`src/rtl/keypad_display_peripheral.sv`:
```
// keypad_display_peripheral
//   Memory-mapped driver for a multiplexed common-cathode 7-segment display.
//   The CPU writes ASCII codes into a terminal-style shift buffer. Entry 0 is
//   the rightmost digit. Each digit gets a scan slot of SCAN_DIV cycles. The
//   first BLANK cycles of every slot keep all digits dark, which stops the
//   previous digit's pattern from ghosting onto the next one.
//
// Ports
//   clk        : system clock
//   rst_n      : asynchronous active-low reset
//   wr_en      : single-cycle write strobe from the bus decoder
//   wr_data    : 32-bit ASCII code; every bit is significant
//   digit_en   : one-hot digit select, active-high, bit 0 = rightmost digit
//   seg        : segments {g,f,e,d,c,b,a}, active-high
//   char_count : number of occupied buffer positions, 0..DIGITS
module keypad_display_peripheral #(
   parameter int DIGITS   = 4,
   parameter int SCAN_DIV = 16,
   parameter int BLANK    = 2
) (
   input  logic              clk,
   input  logic              rst_n,
   input  logic              wr_en,
   input  logic [31:0]       wr_data,
   output logic [DIGITS-1:0] digit_en,
   output logic [6:0]        seg,
   output logic [3:0]        char_count
);

   localparam int CNT_W = $clog2(SCAN_DIV);
   localparam int IDX_W = (DIGITS > 1) ? $clog2(DIGITS) : 1;
   localparam logic [CNT_W-1:0] CNT_LAST  = CNT_W'(SCAN_DIV - 1);
   localparam logic [CNT_W-1:0] BLANK_END = CNT_W'(BLANK);
   localparam logic [IDX_W-1:0] IDX_LAST  = IDX_W'(DIGITS - 1);
   localparam logic [3:0]       COUNT_MAX = 4'(DIGITS);

   typedef enum logic [1:0] {
      OP_NONE,
      OP_PUSH,
      OP_BKSP,
      OP_CLEAR
   } op_e;

   op_e              op;
   logic [6:0]       pattern;

   logic [6:0]       buf_q [DIGITS];
   logic [6:0]       buf_d [DIGITS];
   logic [3:0]       count_q, count_d;
   logic [CNT_W-1:0] cnt_q, cnt_d;
   logic [IDX_W-1:0] idx_q, idx_d;
   logic [DIGITS-1:0] digit_en_q, digit_en_d;
   logic [6:0]       seg_q, seg_d;

   // Decode on the full 32-bit word, so codes with upper bits set fall to default.
   always_comb begin
      op      = OP_NONE;
      pattern = 7'h00;
      if (wr_en) begin
         op = OP_PUSH;
         case (wr_data)
            32'd48:  pattern = 7'h3F;
            32'd49:  pattern = 7'h06;
            32'd50:  pattern = 7'h5B;
            32'd51:  pattern = 7'h4F;
            32'd52:  pattern = 7'h66;
            32'd53:  pattern = 7'h6D;
            32'd54:  pattern = 7'h7D;
            32'd55:  pattern = 7'h07;
            32'd56:  pattern = 7'h7F;
            32'd57:  pattern = 7'h6F;
            32'd65:  pattern = 7'h77;
            32'd66:  pattern = 7'h7C;
            32'd67:  pattern = 7'h39;
            32'd68:  pattern = 7'h5E;
            32'd69:  pattern = 7'h79;
            32'd70:  pattern = 7'h71;
            32'd42:  pattern = 7'h63;
            32'd35:  pattern = 7'h76;
            32'd45:  pattern = 7'h40;
            32'd32:  pattern = 7'h00;
            32'd8:   op = OP_BKSP;
            32'd12:  op = OP_CLEAR;
            default: op = OP_NONE;
         endcase
      end
   end

   // Buffer next state: push shifts left, backspace shifts right.
   always_comb begin
      for (int i = 0; i < DIGITS; i++) buf_d[i] = buf_q[i];
      count_d = count_q;
      case (op)
         OP_PUSH: begin
            for (int i = DIGITS - 1; i > 0; i--) buf_d[i] = buf_q[i-1];
            buf_d[0] = pattern;
            if (count_q < COUNT_MAX) count_d = count_q + 4'd1;
         end
         OP_BKSP: begin
            if (count_q != 4'd0) begin
               for (int i = 0; i < DIGITS - 1; i++) buf_d[i] = buf_q[i+1];
               buf_d[DIGITS-1] = 7'h00;
               count_d = count_q - 4'd1;
            end
         end
         OP_CLEAR: begin
            for (int i = 0; i < DIGITS; i++) buf_d[i] = 7'h00;
            count_d = 4'd0;
         end
         default: ;
      endcase
   end

   // Scan sequencing and registered outputs, all from pre-edge state.
   always_comb begin
      cnt_d      = (cnt_q == CNT_LAST) ? '0 : cnt_q + 1'b1;
      idx_d      = idx_q;
      digit_en_d = '0;
      seg_d      = 7'h00;
      if (cnt_q == CNT_LAST) idx_d = (idx_q == IDX_LAST) ? '0 : idx_q + 1'b1;
      if (cnt_q >= BLANK_END) begin
         digit_en_d = DIGITS'(1) << idx_q;
         seg_d      = buf_q[idx_q];
      end
   end

   always_ff @(posedge clk or negedge rst_n) begin
      if (!rst_n) begin
         for (int i = 0; i < DIGITS; i++) buf_q[i] <= 7'h00;
         count_q    <= 4'd0;
         cnt_q      <= '0;
         idx_q      <= '0;
         digit_en_q <= '0;
         seg_q      <= 7'h00;
      end else begin
         for (int i = 0; i < DIGITS; i++) buf_q[i] <= buf_d[i];
         count_q    <= count_d;
         cnt_q      <= cnt_d;
         idx_q      <= idx_d;
         digit_en_q <= digit_en_d;
         seg_q      <= seg_d;
      end
   end

   assign digit_en   = digit_en_q;
   assign seg        = seg_q;
   assign char_count = count_q;

endmodule
```
`config.mk`:
```
export PLATFORM = sky130hd
export DESIGN_NAME = keypad_display_peripheral
export DESIGN_NICKNAME = d
export VERILOG_FILES = /design/src/rtl/keypad_display_peripheral.sv
export SDC_FILE = /design/constraint.sdc
export NUM_CORES = 1
export LEC_CHECK = 0
export CAP_MARGIN = 20
export CORE_ASPECT_RATIO = 0.8
export CORE_MARGIN = 2
export CORE_UTILIZATION = 40
export CTS_CLUSTER_SIZE = 10
export DETAILED_ROUTE_END_ITERATION = 6
export PLACE_DENSITY_LB_ADDON = 0.05
export SKIP_CTS_REPAIR_TIMING = 1
export SLEW_MARGIN = 20
export SYNTH_ARGS = -nofsm -noshare
export SYNTH_HDL_FRONTEND = slang
export SYNTH_SLANG_ARGS = --single-unit
```
`constraint.sdc`:
```
create_clock -name clk -period 2.1 [get_ports clk]
set_input_delay 0.315 -clock clk [delete_from_list [all_inputs] [get_ports clk]]
set_output_delay 0.315 -clock clk [all_outputs]
set_load 0.01 [all_outputs]
```
==> flow_summary.ini <==
[critical_path]
worstSetupPathType = input pin to flop
crit_path_end_kind = flop
crit_fanout = 5
required_ns = 2.30
cp.arrival_ns = 2.50
start_kind = input pin

[clock_tree]
clock_path_buffers = 2
root_buffer = clkbuf_8
clkSinkCount = 49
cts_max_level = 2
numCtsBuffers = 5
cts_tree = yes
clk_pin_slew_ns = 0.10
insertion_delay_ns = 0.31

[die]
start_util = 0.414
die_height_um = 85.3
std_cell_rows = 29
ios = 50
die_w_um = 106
coreArea_um2 = 7980
dieArea_um2 = 9020

[power_and_ir_drop]
ir_drop_mv = 0.285
p_per_area_nw_per_um2 = 378
swShare = 0.263
power_mw = 1.78
pwr-share-clk = 0.324
leakage_nw = 2.20
pwr-share-seq = 0.528
pwr-share-comb = 0.148
intPower_mw = 1.31
p_switching_mw = 0.470

[drt]
wl_per_cell_um = 17.6
dr_total_vias = 2858
drcViolationCount = 0
totalWireLength_mm = 9.05
detail-route-antenna-nets = 0
drtIter0Drc = 170
drt_pass1_iterations = 4
viasPerCell = 5.56

[sta]
slew_viol_final = 0
tightest_slew_ns = 0.779
worst_hold_slack_ns = 0.427
slew_headroom = 0.474
fin_crit_sh = 1.10
hold_violations = 0
fin_crit_ns = 2.30
max_freq_mhz = 434
finalSetupViolCount = 30
rsz0062_at_grt = yes
skew_ns = 0.00608
fin_ws_ns = -0.203
finalSetupTns_ns = -3.68

[synthesis]
netlist.area_leader.share = 0.371
yosys.area.top_type = dfrtp_1
yosysUniqueCellTypes = 71
async_reset_ff_frac = 1.00
synth_edf_count = 0
synth_fp_nets = 348
yosysWarnings = 0
synth-seq-area-share = 0.371
syn_avg_cell_area_um2 = 10.9
yosys-top-cells-area = dfrtp_1, mux2_4, a22o_1
ys_ff_latch = 49
synth_cells = 304
syn_area_um2 = 3310
synthFlopType = dfrtp_1

[hold_path]
hold_class = input pin to async pin

[grt]
grt_antenna_before_repair = 0
grt_pass1_wl_mm = 14.3
grt_pass1_vias = 2774
grt_max_degree = 22
grt.overflow.total = 0
grt_usage = 0.201

[finish]
area_growth_pct = 42.6
fin_cells = 514
nFillCells = 692
antennaDiodeCount = 0
final_util = 0.591
nNetsFinal = 449
final_area_um2 = 4720
layout-drive-gt1-share = 0.377

[place]
dp_cells = 495
dp_slack_ns = -1.09
place_area_um2 = 4300
routabilityCongestion = 0.870
dpl.hpwl_mm = 6.53
io_buffers = 49

[job]
cap_viol_max_count = 0

[status]
violations = negative setup slack
status = finished with violations
## path summary, 6_finish.rpt
| kind | endpoint | depth (start not counted) | slack (ns) | from |
|---|---|---|---|---|
| max | char_count[3]$_DFFE_PN0P_ | 11 | -0.20 | wr_data[1] |
| min | seg[1]$_DFF_PN0_ | 2 | 0.43 | rst_n |
| max reg2reg | buf_q[13]$_DFFE_PN0P_ | 4 | 0.09 | char_count[0]$_DFFE_PN0P_ |
| min reg2reg | cnt_q[0]$_DFF_PN0_ | 1 | 0.52 | cnt_q[0]$_DFF_PN0_ |
| max in group asynchronous | buf_q[26]$_DFFE_PN0P_ | 3 | 1.11 | rst_n |
| min in group clk | cnt_q[0]$_DFF_PN0_ | 1 | 0.52 | cnt_q[0]$_DFF_PN0_ |
## flip-flops by register name, summed over array words and instances, names as in the netlist
signal and flops:
idx_q 2, char_count 4, digit_en 4, buf_q 28, cnt_q 4, seg 7
## worst max-delay path: stages
cell,delay [ns]
buf_2,0.14
or2b_1,0.25
a2111oi_4,0.06
or4_4,0.56
nor3_4,0.26
ha_4,0.25
a21o_1,0.16
a21oi_2,0.21
nor3_2,0.06
a31oi_1,0.16
o22ai_1,0.09
## final cells by class
cell class,count,area (µm²),share of cell area
inverters,13,48.8,0.0103
multi-input cells,217,2110,0.447
repair buffers,119,1110,0.235
clock buffers,5,68.8,0.0146
flip-flops and latches,49,1230,0.260
clock inverters,3,21.3,0.00451
well taps,108,135,0.0286
## cells in the mapped netlist (2+ instances only)
library cell and number:
buf_2 5, buf_4 4, mux4_2 7, a21oi_1 11
nor2b_1 13, dfrtp_1 49, and4_1 2, mux2_4 19
and3_1 2, nand3b_1 3, a21o_1 3, nor3b_1 4
nand2_1 7, o22ai_1 4, buf_6 5, clkbuf_2 2
o21ai_1 2, nor3_1 10, nand2b_1 3, clkbuf_1 7
ha_1 8, a22o_1 27, o21ai_0 10, inv_1 13
nor4_1 9, buf_1 2, a2111oi_0 2, a211oi_1 3
xnor2_1 3, nor2_1 9, or2b_1 2, or4_1 2
nand4bb_1 3, nor4b_1 2, a31oi_1 3, nand3_1 9
## power by group through the flow
stage	Combinational, mW	Clock, mW	Sequential (mW)
2_1_floorplan	0.102	0	0.962
3_3_place_gp	0.240	0	0.961
3_5_place_dp	0.240	0	0.961
4_1_cts	0.241	0.598	0.943
5_1_grt	0.287	0.632	0.943
6_report	0.264	0.578	0.943
## cell families (layout without fill, tap and decap cells)
family                     Yosys count  in the layout  synth area share
and+or+nand+nor                     96             96             0.194
AOI/OAI and AO/OA                   79             80             0.184
DFF                                 49             49             0.371
buffers and inverters               39            140            0.0639
muxes                               28             28             0.141
adders and majority gates            9              9            0.0363
xor gates and xnor gates             4              4            0.0106
## placed cells by master, fill, tap and decap left out, drive strengths merged, types with 2 or more instances in the layout
master / instances
nand4bb: 3
dfrtp: 49
nand3b: 3
xnor2: 3
clkbuf: 8
a22o: 27
nand2: 7
ha: 8
buf: 75
dlymetal6s2s: 22
nor3: 12
nand3: 10
a211oi: 3
a21o: 4
nor4: 11
inv: 14
nor4b: 2
nor2b: 13
or2b: 2
a21oi: 13
nor3b: 4
mux4: 7
a31oi: 3
o22ai: 4
nor2: 10
a2111oi: 2
o21ai: 12
clkdlybuf4s50: 18
o41ai: 2
and4: 3
mux2: 21
and3: 2
nand2b: 4
or4: 3
a311oi: 2
## per-layer routing
layer / vias up / share of wire / track usage
met5: - / 0 / 0
met2: 105 / 0.41 / 0.270
met4: 0 / 0.0028 / 0.0323
met1: 1390 / 0.52 / 0.330
li1: 1361 / - / -
met3: 2 / 0.062 / 0.0453
Power figures use the tool's default switching activity.
